### src/rtl/iir_coeff_bank_if.sv
// Host write/commit, filter read and status signals of the IIR coefficient bank.
// The slave modport is the coefficient bank; the master is the host/sequencer side.
interface iir_coeff_bank_if #(
  parameter int COEFF_W = 24,
  parameter int NUM_SEC = 4
);
  localparam int NUM_COEF = NUM_SEC * 5;
  localparam int ADDR_W   = $clog2(NUM_COEF);
  localparam int SEC_W    = (NUM_SEC > 1) ? $clog2(NUM_SEC) : 1;

  logic               wr_valid;
  logic               wr_ready;
  logic [ADDR_W-1:0]  wr_addr;
  logic [COEFF_W-1:0] wr_data;
  logic               wr_commit;
  logic               addr_err;
  logic               stab_err;
  logic [SEC_W-1:0]   err_sec;
  logic               sample_start;
  logic               rd_en;
  logic [ADDR_W-1:0]  rd_addr;
  logic [COEFF_W-1:0] rd_data;
  logic               rd_valid;
  logic               bank_sel;
  logic               swap_done;
  logic               busy;

  modport slave (
    input  wr_valid, wr_addr, wr_data, wr_commit, sample_start, rd_en, rd_addr,
    output wr_ready, addr_err, stab_err, err_sec, rd_data, rd_valid, bank_sel,
           swap_done, busy
  );

  modport master (
    output wr_valid, wr_addr, wr_data, wr_commit, sample_start, rd_en, rd_addr,
    input  wr_ready, addr_err, stab_err, err_sec, rd_data, rd_valid, bank_sel,
           swap_done, busy
  );
endinterface

### src/rtl/iir_coeff_bank.sv
// Double-buffered biquad coefficient store: host fills the shadow bank, a commit
// stability-checks it and the banks swap on the next sample boundary.
module iir_coeff_bank #(
  parameter int COEFF_W = 24,
  parameter int FRAC_W  = 22,
  parameter int NUM_SEC = 4
) (
  input  logic              clk,
  input  logic              rst_n,
  iir_coeff_bank_if.slave   bus
);
  localparam int NUM_COEF = NUM_SEC * 5;
  localparam int ADDR_W   = $clog2(NUM_COEF);
  localparam int SEC_W    = (NUM_SEC > 1) ? $clog2(NUM_SEC) : 1;
  localparam int EXT_W    = COEFF_W + 2;

  localparam logic [COEFF_W-1:0]      B0_ONE  = COEFF_W'(1) << FRAC_W;
  localparam logic signed [EXT_W-1:0] ONE_X   = EXT_W'(1) << FRAC_W;
  localparam logic [ADDR_W:0]         N_COEF  = (ADDR_W+1)'(NUM_COEF);
  localparam logic [SEC_W-1:0]        LAST_SEC = SEC_W'(NUM_SEC - 1);

  typedef enum logic [1:0] {S_IDLE, S_CHECK, S_ARMED, S_SYNC} state_t;

  state_t             state_q;
  logic [COEFF_W-1:0] bank_q [0:1][0:NUM_COEF-1];
  logic               bank_sel_q;
  logic [SEC_W-1:0]   sec_q;
  logic               wr_ready_q;
  logic               busy_q;
  logic               addr_err_q;
  logic               stab_err_q;
  logic [SEC_W-1:0]   err_sec_q;
  logic               swap_done_q;
  logic [COEFF_W-1:0] rd_data_q;
  logic               rd_valid_q;

  logic [ADDR_W-1:0]      a1_idx_s;
  logic [ADDR_W-1:0]      a2_idx_s;
  logic signed [EXT_W-1:0] a1_x_s;
  logic signed [EXT_W-1:0] a2_x_s;
  logic signed [EXT_W-1:0] a1_abs_s;
  logic signed [EXT_W-1:0] a2_abs_s;
  logic                   sec_ok_s;
  logic                   wr_in_range_s;
  logic                   rd_in_range_s;

  // Stability test of the shadow section under check, widened so |a| and 1+a2 cannot overflow
  always_comb begin
    a1_idx_s = ADDR_W'(32'(sec_q) * 32'd5 + 32'd3);
    a2_idx_s = ADDR_W'(32'(sec_q) * 32'd5 + 32'd4);
    a1_x_s   = {{2{bank_q[~bank_sel_q][a1_idx_s][COEFF_W-1]}}, bank_q[~bank_sel_q][a1_idx_s]};
    a2_x_s   = {{2{bank_q[~bank_sel_q][a2_idx_s][COEFF_W-1]}}, bank_q[~bank_sel_q][a2_idx_s]};
    if (a1_x_s < 0) begin
      a1_abs_s = -a1_x_s;
    end else begin
      a1_abs_s = a1_x_s;
    end
    if (a2_x_s < 0) begin
      a2_abs_s = -a2_x_s;
    end else begin
      a2_abs_s = a2_x_s;
    end
    sec_ok_s      = (a2_abs_s < ONE_X) && (a1_abs_s < (ONE_X + a2_x_s));
    wr_in_range_s = ({1'b0, bus.wr_addr} < N_COEF);
    rd_in_range_s = ({1'b0, bus.rd_addr} < N_COEF);
  end

  // Storage, read port and commit/check/swap sequencing
  always_ff @(posedge clk or negedge rst_n) begin
    if (!rst_n) begin
      for (int b = 0; b < 2; b++) begin
        for (int i = 0; i < NUM_COEF; i++) begin
          bank_q[b][i] <= ((i % 5) == 0) ? B0_ONE : '0;
        end
      end
      state_q     <= S_IDLE;
      bank_sel_q  <= 1'b0;
      sec_q       <= '0;
      wr_ready_q  <= 1'b1;
      busy_q      <= 1'b0;
      addr_err_q  <= 1'b0;
      stab_err_q  <= 1'b0;
      err_sec_q   <= '0;
      swap_done_q <= 1'b0;
      rd_data_q   <= '0;
      rd_valid_q  <= 1'b0;
    end else begin
      addr_err_q  <= 1'b0;
      stab_err_q  <= 1'b0;
      swap_done_q <= 1'b0;

      if (bus.rd_en) begin
        rd_valid_q <= 1'b1;
        rd_data_q  <= rd_in_range_s ? bank_q[bank_sel_q][bus.rd_addr] : '0;
      end else begin
        rd_valid_q <= 1'b0;
      end

      case (state_q)
        S_IDLE: begin
          if (bus.wr_valid) begin
            if (wr_in_range_s) begin
              bank_q[~bank_sel_q][bus.wr_addr] <= bus.wr_data;
            end else begin
              addr_err_q <= 1'b1;
            end
          end
          if (bus.wr_commit) begin
            state_q    <= S_CHECK;
            sec_q      <= '0;
            err_sec_q  <= '0;
            wr_ready_q <= 1'b0;
            busy_q     <= 1'b1;
          end
        end
        S_CHECK: begin
          if (!sec_ok_s) begin
            err_sec_q  <= sec_q;
            stab_err_q <= 1'b1;
            state_q    <= S_IDLE;
            wr_ready_q <= 1'b1;
            busy_q     <= 1'b0;
          end else if (sec_q == LAST_SEC) begin
            state_q <= S_ARMED;
          end else begin
            sec_q <= sec_q + SEC_W'(1);
          end
        end
        S_ARMED: begin
          if (bus.sample_start) begin
            bank_sel_q  <= ~bank_sel_q;
            swap_done_q <= 1'b1;
            state_q     <= S_SYNC;
          end
        end
        S_SYNC: begin
          // Shadow becomes a copy of the new active set so later partial updates start from it
          for (int i = 0; i < NUM_COEF; i++) begin
            bank_q[~bank_sel_q][i] <= bank_q[bank_sel_q][i];
          end
          state_q    <= S_IDLE;
          wr_ready_q <= 1'b1;
          busy_q     <= 1'b0;
        end
        default: begin
          state_q    <= S_IDLE;
          wr_ready_q <= 1'b1;
          busy_q     <= 1'b0;
        end
      endcase
    end
  end

  assign bus.wr_ready  = wr_ready_q;
  assign bus.busy      = busy_q;
  assign bus.addr_err  = addr_err_q;
  assign bus.stab_err  = stab_err_q;
  assign bus.err_sec   = err_sec_q;
  assign bus.swap_done = swap_done_q;
  assign bus.rd_data   = rd_data_q;
  assign bus.rd_valid  = rd_valid_q;
  assign bus.bank_sel  = bank_sel_q;
endmodule

### src/flat_wrapper.sv
// flat-port wrapper written by rule: the top's interface ports become plain ports
module iir_coeff_bank_flat 
#(
  parameter int COEFF_W = 24,
  parameter int FRAC_W  = 22,
  parameter int NUM_SEC = 4
)
  (clk, rst_n, bus_wr_valid, bus_wr_addr, bus_wr_data, bus_wr_commit, bus_sample_start, bus_rd_en, bus_rd_addr, bus_wr_ready, bus_addr_err, bus_stab_err, bus_err_sec, bus_rd_data, bus_rd_valid, bus_bank_sel, bus_swap_done, bus_busy);
  iir_coeff_bank_if #(.COEFF_W(COEFF_W), .NUM_SEC(NUM_SEC)) bus_i ();
  input  logic clk;
  input  logic rst_n;
  input wire logic [$bits(bus_i.wr_valid)-1:0] bus_wr_valid;
  input wire logic [$bits(bus_i.wr_addr)-1:0] bus_wr_addr;
  input wire logic [$bits(bus_i.wr_data)-1:0] bus_wr_data;
  input wire logic [$bits(bus_i.wr_commit)-1:0] bus_wr_commit;
  input wire logic [$bits(bus_i.sample_start)-1:0] bus_sample_start;
  input wire logic [$bits(bus_i.rd_en)-1:0] bus_rd_en;
  input wire logic [$bits(bus_i.rd_addr)-1:0] bus_rd_addr;
  output wire logic [$bits(bus_i.wr_ready)-1:0] bus_wr_ready;
  output wire logic [$bits(bus_i.addr_err)-1:0] bus_addr_err;
  output wire logic [$bits(bus_i.stab_err)-1:0] bus_stab_err;
  output wire logic [$bits(bus_i.err_sec)-1:0] bus_err_sec;
  output wire logic [$bits(bus_i.rd_data)-1:0] bus_rd_data;
  output wire logic [$bits(bus_i.rd_valid)-1:0] bus_rd_valid;
  output wire logic [$bits(bus_i.bank_sel)-1:0] bus_bank_sel;
  output wire logic [$bits(bus_i.swap_done)-1:0] bus_swap_done;
  output wire logic [$bits(bus_i.busy)-1:0] bus_busy;
  assign bus_i.wr_valid = bus_wr_valid;
  assign bus_i.wr_addr = bus_wr_addr;
  assign bus_i.wr_data = bus_wr_data;
  assign bus_i.wr_commit = bus_wr_commit;
  assign bus_i.sample_start = bus_sample_start;
  assign bus_i.rd_en = bus_rd_en;
  assign bus_i.rd_addr = bus_rd_addr;
  assign bus_wr_ready = bus_i.wr_ready;
  assign bus_addr_err = bus_i.addr_err;
  assign bus_stab_err = bus_i.stab_err;
  assign bus_err_sec = bus_i.err_sec;
  assign bus_rd_data = bus_i.rd_data;
  assign bus_rd_valid = bus_i.rd_valid;
  assign bus_bank_sel = bus_i.bank_sel;
  assign bus_swap_done = bus_i.swap_done;
  assign bus_busy = bus_i.busy;
  iir_coeff_bank #(.COEFF_W(COEFF_W), .FRAC_W(FRAC_W), .NUM_SEC(NUM_SEC)) u_core (.clk(clk), .rst_n(rst_n), .bus(bus_i));
endmodule
### config.mk
export PLATFORM = sky130hd
export DESIGN_NAME = iir_coeff_bank_flat
export DESIGN_NICKNAME = d
export VERILOG_FILES = /design/src/rtl/iir_coeff_bank_if.sv /design/src/rtl/iir_coeff_bank.sv /design/src/flat_wrapper.sv
export SDC_FILE = /design/constraint.sdc
export NUM_CORES = 2
export LEC_CHECK = 0
export ABC_AREA = 1
export ABC_CLOCK_PERIOD_IN_PS = 8600
export CORE_MARGIN = 4
export CORE_UTILIZATION = 60
export DETAILED_ROUTE_END_ITERATION = 8
export DONT_BUFFER_PORTS = 1
export PLACE_DENSITY = 0.72
export SLEW_MARGIN = 20
export SYNTH_ARGS = -nofsm -noshare
export SYNTH_HDL_FRONTEND = slang
export SYNTH_SLANG_ARGS = --single-unit
### constraint.sdc
create_clock -name clk -period 8.6 [get_ports clk]
set_input_delay 1.72 -clock clk [delete_from_list [all_inputs] [get_ports clk]]
set_output_delay 1.72 -clock clk [all_outputs]
set_load 0.02 [all_outputs]
## Word level (Yosys, flattened, before mapping)

Index checks and enable logic that the tools add are counted.

- Bits of input ports: 40
- Output and inout port bits: 33
- Register bits after elaboration: 997
- Logic and storage cells: 215

- Reductions and logical operators: 13
- Magnitude comparators: 14
- $mul: 1
- $add $sub $neg: 6
- Multiplexer cells: 111
- Bitwise logic cells: 7
- Equal/unequal tests: 12

Operators with widths:

| cell | number |
|---|---|
| $bwmux W960 | 21 |
| $demux W480 S1 | 21 |
| $mux W480 | 8 |
| $mux W960 | 2 |
| $pmux W960 S2 | 1 |
| $mux W456 | 1 |
| $mux W432 | 1 |
| $mux W408 | 1 |
| $mux W384 | 1 |
| $bmux W24 S5 | 3 |
| $mux W360 | 1 |
| $mux W336 | 1 |
| $mux W312 | 1 |
| $mux W288 | 1 |
| $mux W264 | 1 |
| $mux W240 | 1 |
| $mux W216 | 1 |
| $mux W24 | 9 |
| $mux W192 | 1 |
| $mux W168 | 1 |
| $mux W144 | 1 |
| $demux W24 S5 | 1 |
| $mux W120 | 1 |
| $mux W96 | 1 |
| other kinds (37) | 82 |

## Logic depth before layout (Yosys ltp)

- Word-level depth: 27
- Depth in mapped cells: 37
- Depth with buffers taken out: 32

## Worst setup path before layout

OpenSTA, ideal clock, no wires.

- Path type: flip-flop to flip-flop
- Start: register u_core.sec_q[0]
- End: register u_core.sec_q[1]
- Buffers on the path: 5
- Cell stages (with the launch flop): 35
- Required time: 8.483 ns
- Setup slack: 3.988 ns
- Arrival time: 4.495 ns
- Setup time: 0.117 ns
- Clock period less this slack: 4.612 ns
- Cells stage by stage: dfrtp_1 > inv_2 > buf_2 > buf_2 > buf_2 > ha_1 > buf_4 > inv_2 > nor2_1 > clkbuf_1 > nand2_1 > nand3_1 > nand2_1 > nand2_1 > inv_2 > ha_1 > nand2_1 > nor2_2 > nand3_1 > nand2_2 > a21o_1 > nand2_1 > inv_1 > ha_1 > nand4_1 > nor4_1 > inv_1 > nor4_1 > nand2_1 > nand3_1 > nand3_2 > nand2_2 > nand2_1 > nand2_1 > nand2_1

- Word-level cells in the longest chain between the ends: 12
- Elaborated cells between the ends (all ways): 29
- Those cells by class: add/sub (6); mul (1); order compare (4); eq/ne (3); mux (11); bitwise (2); reduce/logical (2)

Ends and longest elaborated chain:

| what | RTL line | text |
|---|---|---|
| from (decl) | iir_coeff_bank.sv:27 | `logic [SEC_W-1:0] sec_q;` |
| from (signal assigned) | iir_coeff_bank.sv:126 | `sec_q <= sec_q + SEC_W'(1);` |
| $mul A2 B3 Y5 | iir_coeff_bank.sv:49, iir_coeff_bank.sv:50 |  |
| $add A5 B3 Y5 / $add A5 B2 Y5 (equally long branches) | iir_coeff_bank.sv:50, iir_coeff_bank.sv:49 |  |
| $not A5 Y6 (on tied branches) | iir_coeff_bank.sv:52, iir_coeff_bank.sv:51 |  |
| $bmux W24 S5 (on tied branches) | iir_coeff_bank.sv:52, iir_coeff_bank.sv:51 |  |
| $mux W24 (on tied branches) (2 in series) | iir_coeff_bank.sv:52, iir_coeff_bank.sv:51 |  |
| $neg A24 Y26 (tied with other cells) | iir_coeff_bank.sv:59 | `a2_abs_s = -a2_x_s;` |
| $mux W26 (on tied branches) | iir_coeff_bank.sv:58, iir_coeff_bank.sv:53 |  |
| $lt A26 B24 Y1 / $lt A26 B26 Y1 (equally long branches) | iir_coeff_bank.sv:63 | `sec_ok_s = (a2_abs_s < ONE_X) && (a1_abs_s < (ONE_X + a2_x_s));` |
| $logic_and A1 B1 Y1 | iir_coeff_bank.sv:63 |  |
| $ne A2 B1 Y1 (no source line) | -- |  |
| $reduce_and A4 Y1 (no source line) | -- |  |

Several ways; a longest one is shown, not always the timed one. The select of a mux whose other input is x is not followed.
A chain may end at the register's enable or synchronous reset.

## Final worst setup path

- Start: register u_core.sec_q[0]
- End: register u_core.sec_q[0]

The elaborated chain is that of the path after synthesis.

==> results by group <==
Power and ir drop
  • NetSw: 13540 uW
  • Clock share of power: 18.1%
  • Power Total: 27720 uW
  • Cell Int Power: 14190 uW
  • Max VDD drop: 0.0003032 V
  • Seq pwr share: 31.0%
  • Sw Share: 48.83%
  • Logic gate share of total power: 50.8%
  • Pwr dens: 406.1 nW/um2
  • Leak: 0.02924 uW

CTS
  • Later-pin clock latency in the skew report: 740 ps
  • Clock Path Buffers: 3
  • Post-CTS Setup Bufs: 0
  • Clock root cell: clkbuf_16
  • CTS resizes: 0
  • Hold bufs inserted after CTS: 0
  • CTS sink cnt: 997
  • Total CTS buffers: 114
  • Clock transition at path regs: 60 ps
  • CTS tree: done
  • H-tree depth: 3

Critical path
  • Critical path required time: 9220 ps
  • Slowest cell on crit path: dfrtp_4
  • Crit path launch: u_core.sec_q[0]
  • CP Data Arrival Time: 7480 ps
  • Crit-path leading delay family: simple AND/OR/NAND/NOR gates
  • Startpoint Class: flop
  • Worst Path Buf+Inv: 6
  • Crit end category: flop
  • Reg2reg setup slack: 1740 ps
  • Setup CP Type: flop to flop
  • CP max FO: 45
  • Top cell by count, worst path: nand2_1
  • Worst r2r src: u_core.sec_q[0]
  • CP peak stage delay: 920 ps

Route
  • DRC Markers: 0
  • DR vias/cell: 6.866
  • 1st-pass router iterations: 9
  • Initial DRC count: 11.09k
  • Wire per inst: 28.23 um
  • Vias: 67.46k
  • Final wirelength: 277.4 mm
  • DRT antenna net count: 0

Synthesis
  • Top_reg_cell synth: dfrtp_1
  • Yosys warns: 0
  • Cells after synthesis: 8860
  • Cell Area, Synth: 64660 um2
  • Synthesized area per cell: 7.297 um2
  • Dominant cell type by area after synthesis: dfrtp_1
  • Count of flip-flops with a built-in enable after synthesis: 0
  • Yosys cell types: 52
  • Share of the synthesized area in the top cell type: 38.24%
  • Largest cells by area after synthesis: dfrtp_1 (38%), nand2_1 (13%), o22ai_1 (7.7%)
  • Synth top cells by count: nand2_1 (2323), dfrtp_1 (988), nand3_1 (806), o22ai_1 (796), o21ai_0 (760)
  • FF+latch count, synth: 997
  • Async set or reset register ratio after synthesis: 100.0%
  • Seq/Total Area, Yosys: 38.60%
  • Most frequent cell after synthesis: nand2_1

Global routing
  • Global Route Usage Sum: 47.62%
  • Largest net degree at the start of global routing: 998
  • Initial antenna violation count: 10
  • Grt total ovfl: 0
  • Vias in the first global route: 61.21k
  • First-pass GRT wire length: 401.7 mm

Floorplanning
  • DIE HEIGHT: 336.3 um
  • Ports: 73
  • Row Count: 120
  • Die area: 113100 um2
  • Die Span X: 336.3 um
  • Starting Density: 60.40%
  • Core area: 107100 um2

STA
  • RSZ-0062 raised after global routing: false
  • Endpoints failing setup: 0
  • Worst Tran Pin Value: 1401 ps
  • Relative slew slack: 6.590%
  • Crit share post-route: 79.80%
  • TNS Setup: 0 ps
  • Period minus WS final: 6863 ps
  • Hold Vio Cnt, Final: 0
  • Slew Limit Fails: 0
  • Worst Clk Skew: 29.22 ps
  • FMAX: 0.1457 GHz

Place
  • IO Port Bufs: 0
  • Final GP Congestion: 1.067
  • Dpl hpwl: 171.7 mm

Finish
  • Layout cells sized above 1: 10.40%
  • Area delta synth->final: 5.583%
  • Post-layout nets: 8391

Status
  • Status: finished clean

Job
  • # Max-Cap Violations: 0

Min path
  • Hold Startpoint: u_core.bank_q[342]
  • Hold Path Class: flop to flop
[kinds of logic (layout without fill, tap and decap cells)]
logic type	Yosys count	count (layout)	synth area share, %
and+or+nand+nor	3792	3792	23.94
DFF	997	997	38.60
AOI/OAI and AO/OA	2198	2198	20.12
muxes	421	421	7.332
buffers and inverters	1406	961	9.219
xor gates and xnor gates	15	15	0.2032
adders and majority gates	30	30	0.5806
other	1	9	0.005800
[path summary, 6_finish.rpt]
check / cells after the start / endpoint
setup reg to reg: 29 / u_core.sec_q[0]
hold / removal: 1 / u_core.bank_q[342]
min in group asynchronous: 0 / u_core.bank_q[232]
setup / recovery: 29 / u_core.sec_q[0]
max in group asynchronous: 3 / u_core.bank_q[561]
hold reg to reg: 1 / u_core.bank_q[342]
[per-layer routing]
layer  wire length, um  track usage (%)  vias to the layer above  share of wire, %
met5               105                0                        -             0.038
met4             26140            35.72                       10               9.4
met3             40730            16.30                     1130                15
met2            112800            66.89                     5082                41
met1             97550            60.55                    31890                35
li1                  -                -                    29350                 -
[layout make-up]
| cell class | instances | area (um2) |
|---|---|---|
| well taps | 1403 | 1755 |
| clock buffers | 174 | 3438 |
| multi-input cells | 6458 | 33990 |
| clock inverters | 37 | 362.8 |
| inverters | 588 | 2235 |
| diodes | 7 | 17.52 |
| flip-flops and latches | 997 | 24970 |
| repair buffers | 162 | 1494 |
| fillers | 9455 | 38790 |
[worst reg2reg max path, delay by kind of cell (launching register included)]
kind	cells	cell delay (ps)
buffers and inverters	6	1300
DFF	1	920
and+or+nand+nor	19	3310
AOI/OAI and AO/OA	1	180
adders and majority gates	3	1050
[state kept, by name (all words and copies together) (netlist names), named ones only]
signal,count
u_core.bus.addr_err,1
u_core.bus.stab_err,1
u_core.bus.bank_sel,1
u_core.bus.err_sec,2
u_core.bus.wr_ready,1
u_core.bus.busy,1
u_core.bus.rd_valid,1
u_core.state_q,1
u_core.bus.rd_data,24
u_core.bus.swap_done,1
u_core.bank_q,960
u_core.sec_q,2
[cell usage in the layout (no fill, tap or decap), types with 30 or more instances in the layout]
cell type and instances:
a21oi_1 259, a31oi_1 112, a32o_1 49, buf_4 144, clkbuf_16 114, clkbuf_8 36, dfrtp_1 985, ha_1 30
inv_1 571, mux2_2 421, nand2_1 2295, nand2_2 31, nand3_1 806, nand4_1 44, nor2_1 569, o211ai_1 91
o21a_1 30, o21ai_0 753, o221ai_1 30, o22ai_1 796
[stage by stage]
step / area (um2) / worst slack [ps] / hold slack, ps / util, % / std cells
floorplan: 64660 / 3988 / 480.9 / - / 8861
global placement: 64250 / 2028 / 488.7 / 60.02 / 9601
detailed placement: 64250 / 1929 / 495.2 / 60.02 / 9601
CTS: 68060 / 1920 / 508.0 / 63.57 / 9812
global route: 68250 / 1141 / 511.9 / 63.75 / 9820
finish: 68270 / 1737 / 504.3 / 63.77 / 9826
[power by group through the flow]
stage / logic (uW) / registers (uW) / clock network [uW]
global placement: 13200 / 8480 / 0
detailed placement: 13400 / 8560 / 0
floorplan: 9560 / 8080 / 0
finish: 14100 / 8600 / 5030
global route: 15200 / 8810 / 5200
CTS: 13400 / 8510 / 5020
Note: power is estimated with default switching activity, not from simulation.
